[config.mk]
export PLATFORM = sky130hd
export DESIGN_NAME = rs_issue_sched_flat
export DESIGN_NICKNAME = d
export VERILOG_FILES = /design/src/rtl/tomasulo_pkg.sv /design/src/rtl/rs_issue_sched_if.sv /design/src/rtl/rr_arbiter.sv /design/src/rtl/rs_issue_sched.sv /design/src/flat_wrapper.sv
export SDC_FILE = /design/constraint.sdc
export NUM_CORES = 1
export LEC_CHECK = 0
export ABC_CLOCK_PERIOD_IN_PS = 3000
export CAP_MARGIN = 15
export CORE_MARGIN = 2
export CORE_UTILIZATION = 50
export CTS_CLUSTER_SIZE = 14
export DETAILED_ROUTE_END_ITERATION = 10
export PLACE_DENSITY_LB_ADDON = 0.3
export SLEW_MARGIN = 40
export SYNTH_ARGS = -nofsm -noshare
export SYNTH_HDL_FRONTEND = slang
export SYNTH_SLANG_ARGS = --single-unit
[constraint.sdc]
create_clock -name clk -period 3 [get_ports clk]
set_input_delay 0.9 -clock clk [delete_from_list [all_inputs] [get_ports clk]]
set_output_delay 0.9 -clock clk [all_outputs]
set_load 0.02 [all_outputs]
[src/rtl/tomasulo_pkg.sv]
// Shared Tomasulo definitions: opcode encodings, default widths and the RS entry layout.
package tomasulo_pkg;
    localparam int TAG_W_DEF  = 3;
    localparam int DATA_W_DEF = 16;

    localparam logic [3:0] FN_ADD = 4'b0000;
    localparam logic [3:0] FN_SUB = 4'b0001;
    localparam logic [3:0] FN_MUL = 4'b0010;
    localparam logic [3:0] FN_DIV = 4'b0011;
    localparam logic [3:0] FN_LD  = 4'b0100;
    localparam logic [3:0] FN_ST  = 4'b0101;
    localparam logic [3:0] FN_BEQ = 4'b0110;
    localparam logic [3:0] FN_BNE = 4'b0111;

    // Default-width entry; the scheduler re-declares this shape with its own widths.
    typedef struct packed {
        logic                  rdy;
        logic [TAG_W_DEF-1:0]  tag;
        logic [DATA_W_DEF-1:0] val;
    } rs_src_t;

    typedef struct packed {
        logic                 valid;
        logic [3:0]           func;
        logic [TAG_W_DEF-1:0] rob;
        rs_src_t              s1;
        rs_src_t              s2;
    } rs_entry_t;
endpackage

[src/rtl/rs_issue_sched_if.sv]
// Dispatch / CDB / functional-unit signals of one reservation station.
interface rs_issue_sched_if #(
    parameter int DATA_W = tomasulo_pkg::DATA_W_DEF,
    parameter int TAG_W  = tomasulo_pkg::TAG_W_DEF
) ();
    logic              alloc_valid;
    logic              alloc_ready;
    logic [3:0]        alloc_func;
    logic [TAG_W-1:0]  alloc_rob;
    logic              alloc_s1_rdy, alloc_s2_rdy;
    logic [TAG_W-1:0]  alloc_s1_tag, alloc_s2_tag;
    logic [DATA_W-1:0] alloc_s1_val, alloc_s2_val;
    logic              cdb_valid;
    logic [TAG_W-1:0]  cdb_tag;
    logic [DATA_W-1:0] cdb_data;
    logic              issue_valid;
    logic              issue_ready;
    logic [3:0]        issue_func;
    logic [TAG_W-1:0]  issue_rob;
    logic [DATA_W-1:0] issue_op1, issue_op2;

    modport master (
        output alloc_valid, alloc_func, alloc_rob, alloc_s1_rdy, alloc_s2_rdy,
               alloc_s1_tag, alloc_s2_tag, alloc_s1_val, alloc_s2_val,
               cdb_valid, cdb_tag, cdb_data, issue_ready,
        input  alloc_ready, issue_valid, issue_func, issue_rob, issue_op1, issue_op2
    );

    modport slave (
        input  alloc_valid, alloc_func, alloc_rob, alloc_s1_rdy, alloc_s2_rdy,
               alloc_s1_tag, alloc_s2_tag, alloc_s1_val, alloc_s2_val,
               cdb_valid, cdb_tag, cdb_data, issue_ready,
        output alloc_ready, issue_valid, issue_func, issue_rob, issue_op1, issue_op2
    );
endinterface

[src/rtl/rr_arbiter.sv]
// Round-robin picker: first request at or after ptr, wrapping; one-hot grant plus index.
module rr_arbiter #(
    parameter  int N  = 3,
    localparam int IW = $clog2(N)
) (
    input  logic [N-1:0]  req,
    input  logic [IW-1:0] ptr,
    output logic [N-1:0]  gnt,
    output logic [IW-1:0] idx,
    output logic          any
);
    always_comb begin
        gnt = '0;
        idx = '0;
        any = 1'b0;
        for (int k = 0; k < N; k++) begin
            int j;
            j = int'(ptr) + k;
            if (j >= N) j = j - N;
            if (!any && req[j]) begin
                any    = 1'b1;
                gnt[j] = 1'b1;
                idx    = IW'(j);
            end
        end
    end
endmodule

[src/rtl/rs_issue_sched.sv]
// Reservation-station scheduler: allocate, CDB wakeup, round-robin issue.
// Define RS_CDB_BYPASS_EN to capture a matching CDB broadcast during allocation instead of stalling dispatch.
module rs_issue_sched
    import tomasulo_pkg::*;
#(
    parameter int ENTRIES = 3,
    parameter int DATA_W  = DATA_W_DEF,
    parameter int TAG_W   = TAG_W_DEF
) (
    input  logic                         clk,
    input  logic                         rst_n,
    input  logic                         flush,
    rs_issue_sched_if.slave              bus,
    output logic [$clog2(ENTRIES+1)-1:0] occupancy
);
    localparam int IDX_W = $clog2(ENTRIES);
    localparam int OCC_W = $clog2(ENTRIES+1);

    typedef struct packed {
        logic              rdy;
        logic [TAG_W-1:0]  tag;
        logic [DATA_W-1:0] val;
    } src_t;

    typedef struct packed {
        logic [3:0]       func;
        logic [TAG_W-1:0] rob;
        src_t             s1;
        src_t             s2;
    } ent_t;

    logic [ENTRIES-1:0] valid, cand, gnt;
    ent_t               ent [ENTRIES];
    logic [IDX_W-1:0]   rr, gnt_idx, free_idx;
    logic               any_free, any_cand, alloc_fire, issue_fire, cdb_stall;
    logic               cdb_v;
    logic [TAG_W-1:0]   cdb_t;
    logic [DATA_W-1:0]  cdb_d;
    src_t               a1, a2, a1_in, a2_in;

    assign cdb_v = bus.cdb_valid;
    assign cdb_t = bus.cdb_tag;
    assign cdb_d = bus.cdb_data;

    function automatic src_t snoop(src_t s);
        src_t r;
        r = s;
        if (!s.rdy && cdb_v && s.tag == cdb_t) begin
            r.rdy = 1'b1;
            r.val = cdb_d;
        end
        return r;
    endfunction

    assign a1 = {bus.alloc_s1_rdy, bus.alloc_s1_tag, bus.alloc_s1_val};
    assign a2 = {bus.alloc_s2_rdy, bus.alloc_s2_tag, bus.alloc_s2_val};

`ifdef RS_CDB_BYPASS_EN
    assign cdb_stall = 1'b0;
    assign a1_in     = snoop(a1);
    assign a2_in     = snoop(a2);
`else
    // No capture path on the allocation port, so dispatch waits out every broadcast.
    assign cdb_stall = cdb_v;
    assign a1_in     = a1;
    assign a2_in     = a2;
`endif

    always_comb begin
        any_free = 1'b0;
        free_idx = '0;
        for (int i = ENTRIES-1; i >= 0; i--) begin
            if (!valid[i]) begin
                any_free = 1'b1;
                free_idx = IDX_W'(i);
            end
        end
    end

    for (genvar i = 0; i < ENTRIES; i++) begin : g_cand
        assign cand[i] = valid[i] & ent[i].s1.rdy & ent[i].s2.rdy;
    end

    rr_arbiter #(.N(ENTRIES)) u_arb (
        .req (cand),
        .ptr (rr),
        .gnt (gnt),
        .idx (gnt_idx),
        .any (any_cand)
    );

    assign bus.alloc_ready = any_free & ~flush & ~cdb_stall;
    assign bus.issue_valid = any_cand & ~flush;
    assign alloc_fire      = bus.alloc_valid & bus.alloc_ready;
    assign issue_fire      = bus.issue_valid & bus.issue_ready;

    always_comb begin
        bus.issue_func = '0;
        bus.issue_rob  = '0;
        bus.issue_op1  = '0;
        bus.issue_op2  = '0;
        if (bus.issue_valid) begin
            bus.issue_func = ent[gnt_idx].func;
            bus.issue_rob  = ent[gnt_idx].rob;
            bus.issue_op1  = ent[gnt_idx].s1.val;
            bus.issue_op2  = ent[gnt_idx].s2.val;
        end
    end

    // A freed slot reads as valid to the free search until the edge, so it is not reused the same cycle.
    always_ff @(posedge clk or negedge rst_n) begin
        if (!rst_n) begin
            valid <= '0;
            for (int i = 0; i < ENTRIES; i++) ent[i] <= '0;
        end else if (flush) begin
            valid <= '0;
        end else begin
            for (int i = 0; i < ENTRIES; i++) begin
                if (alloc_fire && free_idx == IDX_W'(i)) begin
                    valid[i]    <= 1'b1;
                    ent[i].func <= bus.alloc_func;
                    ent[i].rob  <= bus.alloc_rob;
                    ent[i].s1   <= a1_in;
                    ent[i].s2   <= a2_in;
                end else if (issue_fire && gnt[i]) begin
                    valid[i] <= 1'b0;
                end else if (valid[i]) begin
                    ent[i].s1 <= snoop(ent[i].s1);
                    ent[i].s2 <= snoop(ent[i].s2);
                end
            end
        end
    end

    always_ff @(posedge clk or negedge rst_n) begin
        if (!rst_n) begin
            rr        <= '0;
            occupancy <= '0;
        end else if (flush) begin
            rr        <= '0;
            occupancy <= '0;
        end else begin
            if (issue_fire)
                rr <= (gnt_idx == IDX_W'(ENTRIES-1)) ? '0 : gnt_idx + 1'b1;
            occupancy <= occupancy + OCC_W'(alloc_fire) - OCC_W'(issue_fire);
        end
    end
endmodule
[src/flat_wrapper.sv]
// flat-port wrapper written by rule: the top's interface ports become plain ports
module rs_issue_sched_flat import tomasulo_pkg::*;
#(
    parameter int ENTRIES = 3,
    parameter int DATA_W  = DATA_W_DEF,
    parameter int TAG_W   = TAG_W_DEF
)
  (clk, rst_n, flush, occupancy, bus_alloc_valid, bus_alloc_func, bus_alloc_rob, bus_alloc_s1_rdy, bus_alloc_s2_rdy, bus_alloc_s1_tag, bus_alloc_s2_tag, bus_alloc_s1_val, bus_alloc_s2_val, bus_cdb_valid, bus_cdb_tag, bus_cdb_data, bus_issue_ready, bus_alloc_ready, bus_issue_valid, bus_issue_func, bus_issue_rob, bus_issue_op1, bus_issue_op2);
  rs_issue_sched_if #(.DATA_W(DATA_W), .TAG_W(TAG_W)) bus_i ();
  input  logic clk;
  input  logic rst_n;
  input  logic flush;
  output logic [$clog2(ENTRIES+1)-1:0] occupancy;
  input wire logic [$bits(bus_i.alloc_valid)-1:0] bus_alloc_valid;
  input wire logic [$bits(bus_i.alloc_func)-1:0] bus_alloc_func;
  input wire logic [$bits(bus_i.alloc_rob)-1:0] bus_alloc_rob;
  input wire logic [$bits(bus_i.alloc_s1_rdy)-1:0] bus_alloc_s1_rdy;
  input wire logic [$bits(bus_i.alloc_s2_rdy)-1:0] bus_alloc_s2_rdy;
  input wire logic [$bits(bus_i.alloc_s1_tag)-1:0] bus_alloc_s1_tag;
  input wire logic [$bits(bus_i.alloc_s2_tag)-1:0] bus_alloc_s2_tag;
  input wire logic [$bits(bus_i.alloc_s1_val)-1:0] bus_alloc_s1_val;
  input wire logic [$bits(bus_i.alloc_s2_val)-1:0] bus_alloc_s2_val;
  input wire logic [$bits(bus_i.cdb_valid)-1:0] bus_cdb_valid;
  input wire logic [$bits(bus_i.cdb_tag)-1:0] bus_cdb_tag;
  input wire logic [$bits(bus_i.cdb_data)-1:0] bus_cdb_data;
  input wire logic [$bits(bus_i.issue_ready)-1:0] bus_issue_ready;
  output wire logic [$bits(bus_i.alloc_ready)-1:0] bus_alloc_ready;
  output wire logic [$bits(bus_i.issue_valid)-1:0] bus_issue_valid;
  output wire logic [$bits(bus_i.issue_func)-1:0] bus_issue_func;
  output wire logic [$bits(bus_i.issue_rob)-1:0] bus_issue_rob;
  output wire logic [$bits(bus_i.issue_op1)-1:0] bus_issue_op1;
  output wire logic [$bits(bus_i.issue_op2)-1:0] bus_issue_op2;
  assign bus_i.alloc_valid = bus_alloc_valid;
  assign bus_i.alloc_func = bus_alloc_func;
  assign bus_i.alloc_rob = bus_alloc_rob;
  assign bus_i.alloc_s1_rdy = bus_alloc_s1_rdy;
  assign bus_i.alloc_s2_rdy = bus_alloc_s2_rdy;
  assign bus_i.alloc_s1_tag = bus_alloc_s1_tag;
  assign bus_i.alloc_s2_tag = bus_alloc_s2_tag;
  assign bus_i.alloc_s1_val = bus_alloc_s1_val;
  assign bus_i.alloc_s2_val = bus_alloc_s2_val;
  assign bus_i.cdb_valid = bus_cdb_valid;
  assign bus_i.cdb_tag = bus_cdb_tag;
  assign bus_i.cdb_data = bus_cdb_data;
  assign bus_i.issue_ready = bus_issue_ready;
  assign bus_alloc_ready = bus_i.alloc_ready;
  assign bus_issue_valid = bus_i.issue_valid;
  assign bus_issue_func = bus_i.issue_func;
  assign bus_issue_rob = bus_i.issue_rob;
  assign bus_issue_op1 = bus_i.issue_op1;
  assign bus_issue_op2 = bus_i.issue_op2;
  rs_issue_sched #(.ENTRIES(ENTRIES), .DATA_W(DATA_W), .TAG_W(TAG_W)) u_core (.clk(clk), .rst_n(rst_n), .flush(flush), .bus(bus_i), .occupancy(occupancy));
endmodule
==> impl_results.md <==
- Status: complete, but fails checks
- Failing checks: setup timing
- Initial antenna violation count: 0
- Slew @ Worst Pin: about 0.53 ns
- Gr usage total: 0.3234
- Placed wire-length estimate: between 15 and 20 mm
- Endpoints failing setup: 40
- Final slew viol count: 0
- R2R cell count: 12
- Fin crit period: around 3.6 ns
- CTS tree: yes
- IO Port Bufs: 114
- RR Endpoint: u_core.ent[126]$_DFFE_PN0P_
- Yosys reg bits: between 100 and 150
- Clock skew: 0.01089 ns
- Yosys Warn Count: 0
- Post-CTS Hold Buffers: 0
- Synth Net Count: about 1,000
- Overflow after GRT: 0
- Worst vdd ir: 0.0005501 V
- Number of global-route vias before repair: between 8,000 and 9,000
- RSZ-0062 raised after global routing: true
- Initial Util: 0.5085
- Area grow syn2layout: 36.88%
- Setup CP Type: flop to output pin
- GP Congestion: 0.9222
- Clock-pin slew on the worst setup and hold paths: around 0.06 ns
- Combinational share of power: 0.387
- Routed vias/inst: about 6.5
- Post-Syn Area: around 8400 sq um
- Cells after synthesis: 923
- Final Cell Area: between 10,000 and 15,000 sq um
- Nets: 1,167
- Most common cell after layout, fill and taps aside: nand2_1
- Slew margin rel.: 0.6440
- Cell-internal power: around 5.4 mW
- Clock network power share: 0.255
- Req. time, crit path: roughly 2.1 ns
- Residual DRC: 0
- Leakage power: 5.169 nW
- Ports: between 100 and 150
- HP Class: input pin to asynchronous set/reset pin
- Clock tree buffer depth: 2
- Seq/Total Area, Yosys: 0.4423
- Most frequent cells in the layout: 220 x nand2_1, 148 x dfrtp_1, 94 x buf_4, 72 x clkdlybuf4s50_1
- Nature of the critical path endpoint: output pin
- Post-route ant nets: 0
- Vias: about 8,600
- WP data arrival: roughly 2.7 ns
- WL/cell: ~22 um
- Core Util, Final: 0.6960
- Rows: 47
- Min setup slack post-route: -0.6173 ns
- DR iter-0 viols: roughly 1,300
- Setup crit start kind: flop
- Fin crit share: 1.206
- Global-route wire length before repair: 45.21 mm
- Clk_lat worst skew: 0.43 ns
- Max-cap violation count: 0
- Netlist cell types: 57
- Reg power frac: 0.358
- Die height: 133.4 um
- Core region area: 16,470 sq um
- N_diodes: 0
- Hold_ws: roughly 0.44 ns
- Critical R2R Launch: u_core.rr[1]$_DFFE_PN0P_
- Sw Share: 0.3603
- Die W: around 130 um
- Largest net degree at the start of global routing: 56
- Placed Area: roughly 11,000 sq um
- Count of flip-flops with a built-in enable after synthesis: 0
- Pre-antenna DRT Iters: 6
- CP Max Fanout: 6
- Layout cells sized above 1: 0.2486
- TritonCTS Buffers: 17
- Total power: approximately 8.5 mW
- Top_reg_cell synth: dfrtp_1
- P_sw: approximately 3.1 mW
- Setup TNS: -18.57 ns
- Root Driver: clkbuf_16
- Final WL: 28.76 mm
- FILL cells: 1,235
- Highest clock rate: ~0.28 GHz
- Flop-to-flop setup slack: 0.11 ns
- DIE AREA: around 18,000 sq um
- FFs w/ async S/R, synth: 1.000
- CTS sink cnt: approximately 150
- Final hold vios: 0
- Power per cell area: ~740 nW/um^2
- Max H-tree Level: 4
- Synth Area per Inst: around 9 sq um
## synthesized netlist by cell type, types with 6 or more instances
library cell / n / area, sq um
o21ai_0: 39 / 195.2
o211ai_1: 33 / 247.7
clkbuf_1: 68 / 255.2
o2111ai_1: 32 / 280.3
and2_1: 34 / 212.7
a222oi_1: 39 / 390.4
nor3_1: 35 / 175.2
nor2b_1: 6 / 37.54
xnor2_1: 7 / 61.31
ha_1: 6 / 75.07
buf_2: 16 / 80.08
nor2_1: 55 / 206.5
mux2_2: 13 / 146.4
a21oi_1: 8 / 40.04
xor2_1: 13 / 113.9
nand2_1: 222 / 833.3
dfrtp_1: 148 / 3704
a311o_1: 32 / 320.3
inv_1: 10 / 37.54
a221o_1: 32 / 320.3
## power groups by stage
stage | registers, mW | clock network [mW] | logic [mW]
final | 3.05 | 2.17 | 3.29
after detailed placement | 3.04 | 0 | 3.17
after floorplan | 2.96 | 0 | 1.91
after CTS | 3.02 | 2.17 | 3.23
after global placement | 3.03 | 0 | 3.09
after global routing | 3.11 | 2.26 | 3.59
## flip-flops by register name, indices dropped and copies added (netlist names)
register,count
u_core.valid,3
u_core.rr,2
u_core.ent,141
u_core.occupancy,2
## cells by family (layout without fill, tap and decap cells)
family / count (synthesis) / after routing / synth area share
compound gates: 241 / 241 / 0.2400
mux: 14 / 14 / 0.01868
flops: 148 / 148 / 0.4423
simple gates: 392 / 392 / 0.2161
xor+xnor: 20 / 20 / 0.02092
fa+ha+maj: 6 / 6 / 0.008966
buf+inv: 102 / 281 / 0.05305
## critical path: stages (launching register included)
cell and delay [ns]:
dfrtp_1 0.41, ha_4 0.18, and4b_4 0.32, o21a_1 0.17, a211oi_4 0.06, buf_6 0.14, buf_16 0.13, a222oi_1 0.50
buf_4 0.20, nor2_2 0.03, buf_6 0.12
## layer usage
layer	GRT usage	part of all wire
met5	0	0
met4	0.1501	0.041
met3	0.07572	0.11
met2	0.5040	0.46
met1	0.4301	0.39
## final cells by class
class | instances | area (sq um) | area share
clock buffers | 22 | 464.2 | 0.04050
well taps | 220 | 275.3 | 0.02402
clock inverters | 10 | 122.6 | 0.01070
repair buffers | 239 | 2405 | 0.2098
flip-flops and latches | 148 | 3704 | 0.3231
multi-input cells | 673 | 4451 | 0.3883
inverters | 10 | 40.04 | 0.003493
## worst max-delay path by stage
stage,from,end,slack [ns],depth (start not counted)
after CTS,u_core.rr[1]$_DFFE_PN0P_,bus_issue_op2[15],-0.59,10
after global placement,u_core.rr[0]$_DFFE_PN0P_,bus_issue_op2[15],-0.70,10
after detailed placement,u_core.rr[0]$_DFFE_PN0P_,bus_issue_op2[15],-0.71,10
after global routing,u_core.rr[0]$_DFFE_PN0P_,bus_issue_op2[15],-0.72,11
after floorplan,u_core.rr[0]$_DFFE_PN0P_,bus_issue_func[3],0.005,9
final,u_core.rr[1]$_DFFE_PN0P_,bus_issue_op2[15],-0.62,10
## repair_timing
| item | 4_1_cts | 5_1_grt |
|---|---|---|
| gates resized for setup | 206 | 18 |
| gates cloned | 2 | 2 |
| hold endpoints to repair | 0 | 0 |
| pin swaps | 48 | 26 |
| setup endpoints to repair | 41 | 44 |
| buffers inserted | 10 | 8 |
## stage by stage
| step | std cells | worst slack [ns] |
|---|---|---|
| 4_1_cts | 1314 | -0.5923 |
| 2_1_floorplan | 923 | 0.004686 |
| 3_5_place_dp | 1271 | -0.7085 |
| 3_3_place_gp | 1271 | -0.6983 |
| 5_1_grt | 1322 | -0.7241 |
| 6_report | 1322 | -0.6173 |
(Power assumes the default switching activity.)
==> RTL edit (config.mk and constraints unchanged) <==
`ENTRIES` is set to 3 in 2 places; all go to 2.
--- a/src/rtl/rs_issue_sched.sv
+++ b/src/rtl/rs_issue_sched.sv
@@ -4,5 +4,5 @@
     import tomasulo_pkg::*;
 #(
-    parameter int ENTRIES = 3,
+    parameter int ENTRIES = 2,
     parameter int DATA_W  = DATA_W_DEF,
     parameter int TAG_W   = TAG_W_DEF
--- a/src/flat_wrapper.sv
+++ b/src/flat_wrapper.sv
@@ -2,5 +2,5 @@
 module rs_issue_sched_flat import tomasulo_pkg::*;
 #(
-    parameter int ENTRIES = 3,
+    parameter int ENTRIES = 2,
     parameter int DATA_W  = DATA_W_DEF,
     parameter int TAG_W   = TAG_W_DEF
Formal check against the unedited RTL: not equivalent (a bounded check fails within 4 cycles, from zero or initial values and one cycle with rst_n low).
==> RTL edit against the original RTL <==
- synthesized cell count decreased by 42%
- non-clock buffer count down 96
- clock skew decreased by 0.0012 ns
- power shrank 57%
- via count fell by 44%
- count of clock-buffer cells in the layout fell by 11
- sequential cell count shrank 49
- critical path type is now primary input to output port
- wire length is 47% lower
- design area down 42%
- cell count decreased by 40%
- synthesized area down 38%
- maximum frequency increased by 23%
- worst setup slack better by 0.67 ns
==> RTL edit: results (changes against the original RTL) <==
Lkg Pwr 0.00293 uW (-43%); final setup fails 0 (-100%); Peak VDD IR 300 uV (-46%); met2 wire len 7490 um (-43%); status finished, final reports clean; CP Max Fanout 4 (-2); final net count 727 (-38%); post-placement cell count 778 (-39%); clock-pin slew of the registers on the worst-case setup and hold paths 0.09 ns (+0.03 ns); synth top area cells dfrtp_1 (48%), nand2_1 (12%), o22a_1 (11%); H-tree depth 3 (-1); GRT Overall Usage 27.5% (-4.8 points); worst skew pair latency 0.36 ns (-0.07 ns); largest net degree at the start of global routing 55 (-1.8%); Post-CTS Setup Repair Bufs 0 (-10); layout cells sized above 1 17.8% (-7.1 points); Post-DP Area 0.00656 mm2 (-38%); synthesized area per cell 9.60 um2 (+5.8%); First DRT Iteration DRCs 297 (-77%); vias in the first global route 4852 (-43%); worst slack, placed -0.507 ns (+0.202 ns); list of most frequent post-synthesis cells nand2_1 (162), dfrtp_1 (99), o22a_1 (64); syn_nets 613 (-39%); DR WL/cell 19.3 um (-11%); DR pass1 iterations 4 (-2); Num CTS Buffers 9 (-8); first-pass GRT wire length 24300 um (-46%); biggest regs u_core.ent x94, u_core.occupancy x2, u_core.valid x2; Seq/Total Area, Yosys 47.9% (+3.6 points); post-synth cell types 43 (-25%); crit path DAT 2.05 ns (-0.67 ns); root buf cell clkbuf_8; gpl congestion 0.858 (-7.0%); fill count 846 (-31%); WL met1 6250 um (-45%)
## RTL edit: worst max-delay path, cell delays in order
cell             delay [ns]
clkdlybuf4s50_1        0.44
inv_2                  0.10
nand2_4                0.08
buf_4                  0.17
a21oi_1                0.17
buf_4                  0.18
## RTL edit: stage by stage
step	hold WS (ns)	setup TNS, ns
floorplan	0.446	0
global placement	0.457	-17.67
detailed placement	0.467	-17.99
CTS	0.493	0
global route	0.519	-0.000460
finish	0.492	0
## RTL edit: cell type report
type | instances | area, um2 | share of cell area [%]
tap | 136 | 170 | 2.57
clock inverter | 5 | 60.1 | 0.906
inverter | 8 | 30.0 | 0.453
sequential | 99 | 2480 | 37.4
clock buffer | 11 | 141 | 2.13
multi-input combinational | 392 | 2470 | 37.3
timing repair buffer | 143 | 1280 | 19.3
## RTL edit: repair_timing
action | 4_1_cts | 5_1_grt
setup endpoints to repair | 41 | 24
hold buffers | 0 | 0
resized for setup | 176 | 11
## RTL edit: final timing paths
check / slack, ns / from / end / cells past startpoint
worst max-delay path: 0.05 / flush / bus_issue_op2[10] / 6
worst min-delay path: 0.49 / u_core.ent[88] / u_core.ent[88] / 2
worst max register to register: 1.03 / u_core.valid[1] / u_core.ent[79] / 5
worst min register to register: 0.49 / u_core.ent[88] / u_core.ent[88] / 2
max in group asynchronous: 1.71 / rst_n / u_core.valid[1] / 2
min in group asynchronous: 0.57 / rst_n / u_core.ent[9] / 1
## RTL edit: logic make-up (layout without fill, tap and decap cells)
group	Yosys count	in the layout	synth area share (%)
and+or+nand+nor	193	193	16.0
AOI/OAI and AO/OA	182	182	27.9
DFF	99	99	47.9
buffers and inverters	48	167	5.20
xor gates and xnor gates	14	14	2.37
adders and majority gates	2	2	0.483
muxes	1	1	0.218
## RTL edit: where the power goes
| group | leakage [uW] | total, uW | switching [uW] | internal [uW] |
|---|---|---|---|---|
| clock | 0.0000999 | 893 | 481 | 413 |
| sequential | 0.00110 | 1870 | 214 | 1650 |
| combinational | 0.00173 | 903 | 427 | 476 |
## RTL edit: per-layer routing
layer	track usage, %	vias up
li1	-	2161
met1	36.1	2374
met2	46.0	235
met3	4.51	28
met4	10.4	0
met5	0	-
